`src/rtl/ps2_pkg.sv`:
```
// PS/2 scancode receiver shared definitions: frame FSM state encoding,
// prefix byte constants and ps2_key event-word field positions.
package ps2_pkg;

    typedef enum logic [1:0] {
        ST_IDLE,
        ST_DATA,
        ST_PARITY,
        ST_STOP
    } ps2_state_e;

    localparam logic [7:0] PS2_BREAK = 8'hF0;
    localparam logic [7:0] PS2_EXT   = 8'hE0;

    localparam int KEY_TOGGLE   = 10;
    localparam int KEY_PRESSED  = 9;
    localparam int KEY_EXT      = 8;
    localparam int KEY_CODE_MSB = 7;

endpackage

```
`src/rtl/ps2_filter.sv`:
```
// PS/2 line conditioner: 2-flop synchronisers on clock and data, a
// FILTER-sample debounce of the clock line and a falling-edge pulse.
// Ports: clock, reset (async, active-high), ce (sample enable),
//        ps2_clk/ps2_dat (raw lines), dat_s (synchronised data),
//        fall (one-cycle pulse when the filtered clock goes 1->0).
module ps2_filter #(
    parameter int FILTER = 8
) (
    input  logic clock,
    input  logic reset,
    input  logic ce,
    input  logic ps2_clk,
    input  logic ps2_dat,
    output logic dat_s,
    output logic fall
);

    localparam int CW = $clog2(FILTER + 1);

    logic [1:0]    clk_sync_q;
    logic [1:0]    dat_sync_q;
    logic          level_q, level_d;
    logic [CW-1:0] cnt_q, cnt_d;

    always_ff @(posedge clock or posedge reset) begin
        if (reset) begin
            clk_sync_q <= 2'b11;
            dat_sync_q <= 2'b11;
            level_q    <= 1'b1;
            cnt_q      <= '0;
        end else begin
            clk_sync_q <= {clk_sync_q[0], ps2_clk};
            dat_sync_q <= {dat_sync_q[0], ps2_dat};
            level_q    <= level_d;
            cnt_q      <= cnt_d;
        end
    end

    // cnt_q counts consecutive samples that disagree with the filtered
    // level; any agreeing sample restarts the run.
    always_comb begin
        level_d = level_q;
        cnt_d   = cnt_q;
        fall    = 1'b0;
        if (ce) begin
            if (clk_sync_q[1] == level_q) begin
                cnt_d = '0;
            end else if (cnt_q == CW'(FILTER - 1)) begin
                level_d = ~level_q;
                cnt_d   = '0;
                fall    = level_q;
            end else begin
                cnt_d = cnt_q + CW'(1);
            end
        end
    end

    assign dat_s = dat_sync_q[1];

endmodule

```
`src/rtl/ps2_scancode_rx.sv`:
```
// PS/2 keyboard scancode receiver: frames bytes, folds E0/F0 prefixes
// into an 11-bit event word {toggle, pressed, extended, scancode}.
// Ports: clock, reset (async, active-high), ce, ps2_clk, ps2_dat,
//        ps2_key[10:0] (event word), error (discarded-frame pulse).
// Optional: define PS2_TIMEOUT_EN to abort stalled frames after TIMEOUT.
module ps2_scancode_rx
    import ps2_pkg::*;
#(
    parameter int          FILTER  = 8,
    parameter logic [15:0] TIMEOUT = 16'd2000
) (
    input  logic        clock,
    input  logic        reset,
    input  logic        ce,
    input  logic        ps2_clk,
    input  logic        ps2_dat,
    output logic [10:0] ps2_key,
    output logic        error
);

    logic dat_s;
    logic fall;

    ps2_filter #(.FILTER(FILTER)) u_filter (
        .clock   (clock),
        .reset   (reset),
        .ce      (ce),
        .ps2_clk (ps2_clk),
        .ps2_dat (ps2_dat),
        .dat_s   (dat_s),
        .fall    (fall)
    );

    ps2_state_e  state_q, state_d;
    logic [2:0]  bitcnt_q, bitcnt_d;
    logic [7:0]  shift_q, shift_d;
    logic        par_q, par_d;
    logic        brk_q, brk_d;
    logic        ext_q, ext_d;
    logic [10:0] key_q, key_d;
    logic        err_q, err_d;
    logic        tmo_hit;

`ifdef PS2_TIMEOUT_EN
    logic [15:0] tmo_q, tmo_d;

    always_comb begin
        tmo_d   = tmo_q;
        tmo_hit = 1'b0;
        if (fall) begin
            tmo_d = '0;
        end else if (ce && state_q != ST_IDLE) begin
            if (tmo_q == TIMEOUT - 16'd1) begin
                tmo_hit = 1'b1;
                tmo_d   = '0;
            end else begin
                tmo_d = tmo_q + 16'd1;
            end
        end
    end

    always_ff @(posedge clock or posedge reset) begin
        if (reset) begin
            tmo_q <= '0;
        end else begin
            tmo_q <= tmo_d;
        end
    end
`else
    logic unused_timeout;
    assign unused_timeout = ^TIMEOUT;
    assign tmo_hit        = 1'b0;
`endif

    always_comb begin
        state_d  = state_q;
        bitcnt_d = bitcnt_q;
        shift_d  = shift_q;
        par_d    = par_q;
        brk_d    = brk_q;
        ext_d    = ext_q;
        key_d    = key_q;
        err_d    = 1'b0;
        if (fall) begin
            unique case (state_q)
                ST_IDLE: begin
                    if (!dat_s) begin
                        state_d  = ST_DATA;
                        bitcnt_d = 3'd0;
                    end
                end
                ST_DATA: begin
                    shift_d  = {dat_s, shift_q[7:1]};
                    bitcnt_d = bitcnt_q + 3'd1;
                    if (bitcnt_q == 3'd7) begin
                        state_d = ST_PARITY;
                    end
                end
                ST_PARITY: begin
                    par_d   = dat_s;
                    state_d = ST_STOP;
                end
                ST_STOP: begin
                    state_d = ST_IDLE;
                    // Odd parity: data plus parity bit hold an odd count of ones.
                    if (dat_s && ^{shift_q, par_q}) begin
                        if (shift_q == PS2_BREAK) begin
                            brk_d = 1'b1;
                        end else if (shift_q == PS2_EXT) begin
                            ext_d = 1'b1;
                        end else begin
                            key_d[KEY_CODE_MSB:0] = shift_q;
                            key_d[KEY_EXT]        = ext_q;
                            key_d[KEY_PRESSED]    = ~brk_q;
                            key_d[KEY_TOGGLE]     = ~key_q[KEY_TOGGLE];
                            brk_d                 = 1'b0;
                            ext_d                 = 1'b0;
                        end
                    end else begin
                        err_d = 1'b1;
                        brk_d = 1'b0;
                        ext_d = 1'b0;
                    end
                end
                default: state_d = ST_IDLE;
            endcase
        end
        if (tmo_hit) begin
            state_d = ST_IDLE;
            brk_d   = 1'b0;
            ext_d   = 1'b0;
            err_d   = 1'b1;
        end
    end

    always_ff @(posedge clock or posedge reset) begin
        if (reset) begin
            state_q  <= ST_IDLE;
            bitcnt_q <= '0;
            shift_q  <= '0;
            par_q    <= 1'b0;
            brk_q    <= 1'b0;
            ext_q    <= 1'b0;
            key_q    <= '0;
            err_q    <= 1'b0;
        end else begin
            state_q  <= state_d;
            bitcnt_q <= bitcnt_d;
            shift_q  <= shift_d;
            par_q    <= par_d;
            brk_q    <= brk_d;
            ext_q    <= ext_d;
            key_q    <= key_d;
            err_q    <= err_d;
        end
    end

    assign ps2_key = key_q;
    assign error   = err_q;

endmodule

```
`config.mk`:
```
export PLATFORM = sky130hd
export DESIGN_NAME = ps2_scancode_rx
export DESIGN_NICKNAME = d
export VERILOG_FILES = /design/src/rtl/ps2_pkg.sv /design/src/rtl/ps2_filter.sv /design/src/rtl/ps2_scancode_rx.sv
export SDC_FILE = /design/constraint.sdc
export NUM_CORES = 1
export LEC_CHECK = 0
export ABC_AREA = 0
export CAP_MARGIN = 20
export CORE_ASPECT_RATIO = 1.25
export CORE_MARGIN = 4
export CORE_UTILIZATION = 55
export DETAILED_ROUTE_END_ITERATION = 8
export DONT_BUFFER_PORTS = 1
export HOLD_SLACK_MARGIN = 0.05
export PLACE_DENSITY = 0.73
export SLEW_MARGIN = 5
export SYNTH_ARGS = -nofsm -noshare
export SYNTH_HDL_FRONTEND = slang
export SYNTH_HIERARCHICAL = 1
export SYNTH_SLANG_ARGS = --single-unit
export TNS_END_PERCENT = 50
```
`constraint.sdc`:
```
create_clock -name clock -period 2.3 [get_ports clock]
set_input_delay 0.345 -clock clock [delete_from_list [all_inputs] [get_ports clock]]
set_output_delay 0.345 -clock clock [all_outputs]
set_load 0.05 [all_outputs]
```
=== Word level (Yosys, flattened, before mapping) ===
Index checks and enable logic that the tools add are counted.

* Bits in latches: 0
* Register bits after elaboration: 37
* Bits of input ports: 5
* RAM bits: 0
* Memories kept: 0
* ROM bits: 0

* Divide/modulo/power cells: 0
* Bitwise logic cells: 6
* Multipliers: 0
* Muxes and demuxes: 19
* Eq/ne operators: 12
* $add $sub $neg: 2
* Order comparisons: 0
* Reduce and logical (&&, ||, !) cells: 12
* Shift operators: 0

{| class="wikitable"
|+ Operators with widths
! kind !! number
|-
| equality test 8 bit, second input constant || 2
|-
| AND reduction 3 bit || 5
|-
| two-way mux 1 bit || 12
|-
| parity 9 bit || 1
|-
| two-way mux 4 bit || 2
|-
| one-hot mux 2 bit (4 select lines) || 1
|-
| inequality test 2 bit, second input constant || 3
|-
| inverter 1 bit || 6
|-
| one-hot mux 3 bit (2 select lines) || 1
|-
| AND reduction 5 bit || 1
|-
| adder 4 x 1 -> 4 bit, second input constant || 1
|-
| equality test 2 bit, second input constant || 2
|-
| equality test 4 x 3 -> 1 bit, second input constant || 1
|-
| two-way mux 2 bit || 2
|-
| AND reduction 2 bit || 2
|-
| adder 3 x 1 -> 3 bit, second input constant || 1
|-
| equality test 3 bit, second input constant || 1
|-
| two-way mux 3 bit || 1
|-
| inequality test 3 bit, second input constant || 1
|-
| equality test 2 x 1 -> 1 bit, second input constant || 1
|-
| logical NOT 2 bit || 1
|-
| nonzero test 2 bit || 1
|-
| equality test 1 bit || 1
|-
| logical AND 1 bit || 1
|}

=== Longest topological paths before layout ===
* Depth after elaboration: 5
* Depth in mapped cells: 9
* Gate-level depth less buffers: 8

=== Modules after synthesis ===
The synthesis kept the hierarchy.

{| class="wikitable"
|+ Modules (own cells, without submodules)
! module !! times used !! cells each !! sequential area each (µm²) !! area each (µm²)
|-
| ps2_scancode_rx || 1 || 96 || 700.7 || 1357.6
|-
| ps2_filter || 1 || 31 || 231.5 || 390.4
|}

=== Least setup slack after synthesis ===
No wires, ideal clock.

* Path kind: reg2reg
* Start point: reg u_filter.cnt_q[0]
* End point: reg key_q[0] (netlist: ps2_key[0])
* Path slack: -0.033 ns
* Stages on the path, launching flop included: 10
* Library setup time: 0.125 ns
* Path buffers: 1
* Data required time: 2.175 ns
* Arrival: 2.208 ns
* Cell sequence: dfrtp_1 > ha_1 > and3b_1 > nand2_2 > nor3b_1 > and2_1 > o2111ai_1 > mux2i_2 > buf_6 > mux2_4

* Longest elaborated chain between the ends: 5

{| class="wikitable"
|+ Ends and longest elaborated chain
! item !! line !! text
|-
| start: declaration || ps2_filter.sv:23 || <nowiki>logic [CW-1:0] cnt_q, cnt_d;</nowiki>
|-
| start signal: assignment || ps2_filter.sv:35 || <nowiki>cnt_q <= cnt_d;</nowiki>
|-
| equality test 4 x 3 -> 1 bit || ps2_filter.sv:48 || <nowiki>end else if (cnt_q == CW'(FILTER - 1)) begin</nowiki>
|-
| two-way mux 1 bit || ps2_filter.sv:48 ||
|-
| two-way mux 1 bit || ps2_filter.sv:46 || <nowiki>if (clk_sync_q[1] == level_q) begin</nowiki>
|-
| two-way mux 1 bit || ps2_filter.sv:45 || <nowiki>if (ce) begin</nowiki>
|-
| net fall || ps2_scancode_rx.sv:22 || <nowiki>logic fall;</nowiki>
|-
| AND reduction 5 bit (no line) || -- ||
|-
| end signal: assignment || ps2_scancode_rx.sv:153 || <nowiki>key_q <= key_d;</nowiki>
|-
| end: declaration || ps2_scancode_rx.sv:40 || <nowiki>logic [10:0] key_q, key_d;</nowiki>
|}

The timed path passes the listed nets, and every way through them passes these cells.
A chain may end at the register's enable or synchronous reset.

=== Final worst setup path ===
* Start point: reg u_filter.cnt_q[1]
* End point: reg key_q[8] (netlist: ps2_key[8])

The elaborated chain is that of the path after synthesis.

==> run_results.csv <==
group,metric,value,unit
die,core-area,0.00300,sq mm
timing,hold_viol,0,
finish,layout_commonest_cell,"dfrtp_1",
power,p_per_area,536,mW/mm^2
die,fp.dieW,58.4,um
drt,post-route-drc-count,0,
worst_setup_path,reg2reg_slack,0.09,ns
finish,area_growth,13.4,%
drt,wire_per_inst,16.7,um
power,power,1.06,mW
die,die_h,71.0,um
cts,htree_levels,2,
worst_setup_path,end_kind,"flop",
timing,timing.final.crit_share,0.963,
synth,synth_xor_area_frac,0.0694,
timing,setup_viol,0,
finish,n_antenna_cell,0,
finish,fin_nets,156,
cts,cts_root_buf,"clkbuf_4",
drt,finalWirelength,3.02,mm
cts,clk_latency,0.34,ns
synth,syn-num-nets,139,
grt,grt_pass1_wl,5.13,mm
die,pin_count,17,
drt,drt_pass1_iterations,2,
timing,min_period,2.21,ns
timing,layout_setup_ws,0.0853,ns
cts,numCtsBuffers,5,
placement,routabilityCongestion,0.836,
worst_setup_path,criticalPathCategory,"reg2reg",
run,drv_cap,0,
cts,cts_tree,"yes",
synth,synth-adder-area-share,0.0501,
die,start_util,0.583,
placement,hpwl,2.08,mm
placement,io_buffers,0,
synth,synth_simple_gate_area_frac,0.0766,
drt,drt.antenna.violating_nets,0,
drt,avgViaCountPerCell,5.66,
synth,synth_compound_area_frac,0.0845,
worst_setup_path,crit_required,2.53,ns
finish,drive_gt1_frac,0.317,
cts,clkSinkCount,37,
power,ir_drop,396,uV
worst_setup_path,critPathLaunchType,"flop",
drt,drt-initial-drc-count,48,
timing,worst_pin_slew,0.498,ns
grt,grt_pass1_vias,1040,
timing,fin_worst_skew,0.00778,ns
grt,grt.overflow.total,0,
worst_setup_path,worstPathMaxFanout,3,
timing,slew_headroom,0.668,
synth,synth.area.mux_share,0.162,
synth,synth-seq-cells,37,
hold_path,holdCritPathClass,"in2reg",
timing,slew_viol_final,0,
finish,final_cell_mix,"dfrtp_1, mux2_4, nand2_1, buf_4",
placement,dp_slack,0.0425,ns
die,rows,22,
worst_setup_path,critPathArrivalTime,2.45,ns
power,p_leak,0.974,nW
synth,yosysWarnings,6,
synth,ys_types,38,
synth,synth_top_family_by_area,"multiplexers",
cts,clk_pin_slew_worst_paths,0.11,ns
timing,clock.fmax,0.452,GHz
status,status,"finished clean",
synth,syn_area,0.00175,sq mm
grt,antenna_found_initial,0,
synth,postSynthCellCount,127,
synth,synth.yosys.seq_area_share,0.533,
die,die_area,0.00415,sq mm
drt,num_vias,1024,
synth,syn_avg_cell_area,13.8,sq um
cts,clock_path_buffers,2,
grt,track_usage,0.164,
grt,grt_max_degree,29,
-- logic make-up after synthesis --
family | Yosys count
compound gates | 20
buf+inv | 9
simple gates | 23
mux | 22
flops | 37
fa+ha+maj | 7
xor+xnor | 9
-- per-layer routing --
| layer | routed length [um] | share of wire | vias up | global-route usage |
|---|---|---|---|---|
| li1 | - | - | 485 | - |
| met1 | 1240 | 0.41 | 518 | 0.202 |
| met2 | 1630 | 0.54 | 15 | 0.267 |
| met3 | 99 | 0.033 | 6 | 0.0493 |
| met4 | 45 | 0.015 | 0 | 0.0619 |
| met5 | 0 | 0 | - | 0 |
-- state kept, by name (all words and copies together), names as in the netlist --
name,cells
bitcnt_q,3
u_filter/level_q,1
error,1
ps2_key,11
u_filter/clk_sync_q,2
par_q,1
brk_q,1
ext_q,1
u_filter/cnt_q,4
shift_q,8
u_filter/dat_sync_q,2
state_q,2
-- through the flow --
step	TNS (ns)	util	area, sq um	cells	hold slack [ns]
6_report	0	0.661	1980	181	0.113
5_1_grt	-0.0403	0.661	1980	181	0.0945
4_1_cts	0	0.640	1920	178	0.0880
3_5_place_dp	0	0.613	1840	167	0.205
3_3_place_gp	0	0.613	1840	167	0.202
2_1_floorplan	0	-	1750	127	0.169
-- report_power, final --
group	internal (mW)	switching [mW]
sequential	0.666	0.0110
clock	0.117	0.212
combinational	0.0264	0.0294
total	0.809	0.252
-- Yosys cell counts --
master / n / area (sq um)
o21a_1: 1 / 7.51
mux2_1: 7 / 78.8
nor3b_1: 1 / 7.51
a21boi_1: 1 / 7.51
o2bb2ai_1: 1 / 8.76
mux2_2: 4 / 45.0
buf_2: 1 / 5.00
xor2_1: 2 / 17.5
ha_1: 7 / 87.6
or4b_4: 1 / 13.8
a32o_1: 4 / 40.0
and2_1: 1 / 6.26
a21o_1: 1 / 7.51
and3b_1: 1 / 8.76
nor2_1: 3 / 11.3
mux2i_2: 1 / 13.8
xor3_1: 1 / 23.8
nand2_2: 1 / 6.26
nand2_1: 8 / 30.0
dfstp_2: 5 / 131
o21ai_0: 2 / 10.0
inv_1: 7 / 26.3
and3_2: 1 / 7.51
o22ai_1: 1 / 6.26
xnor3_1: 2 / 45.0
a21oi_1: 3 / 15.0
dfrtp_1: 32 / 801
o31ai_2: 1 / 12.5
mux2i_1: 1 / 10.0
nand3b_1: 1 / 7.51
buf_6: 1 / 11.3
mux2_4: 9 / 135
nor3_1: 3 / 15.0
xnor2_1: 4 / 35.0
o21ai_1: 3 / 15.0
nand2b_1: 1 / 6.26
nand2b_4: 1 / 13.8
o2111ai_1: 2 / 17.5
-- worst max-delay path, stage by stage (launching register included) --
cell and delay (ns):
dfrtp_1 0.39, ha_2 0.19, and3b_2 0.19, nand2_2 0.07, nor3b_2 0.20, and2_4 0.20
o2111ai_2 0.16, mux2i_4 0.23, buf_4 0.17, mux2_1 0.31
-- final timing paths --
check / start / to / cells past startpoint
setup / recovery: u_filter/cnt_q[1] / ps2_key[8] / 9
hold / removal: ce / u_filter/cnt_q[1] / 1
setup reg to reg: u_filter/cnt_q[1] / ps2_key[8] / 9
hold reg to reg: u_filter/dat_sync_q[0] / u_filter/dat_sync_q[1] / 0
max in group asynchronous: reset / error / 3
min in group asynchronous: reset / u_filter/cnt_q[3] / 2
-- what timing repair did --
item / in CTS / in global routing
endpoints found under the hold margin: 34 / 0
setup buffers: 0 / 3
gates resized for setup: 0 / 7
endpoints found under the setup margin: 0 / 10
hold buffers: 3 / 0
-- final cells by class --
class,count,area (sq um)
inverter,7,26.3
sequential,37,932
multi-input combinational,81,817
tap,36,45.0
timing repair buffer,12,110
clock buffer,6,41.3
fill,207,1020
clock inverter,2,10.0
No activity file was read; power rests on OpenSTA's default activity.
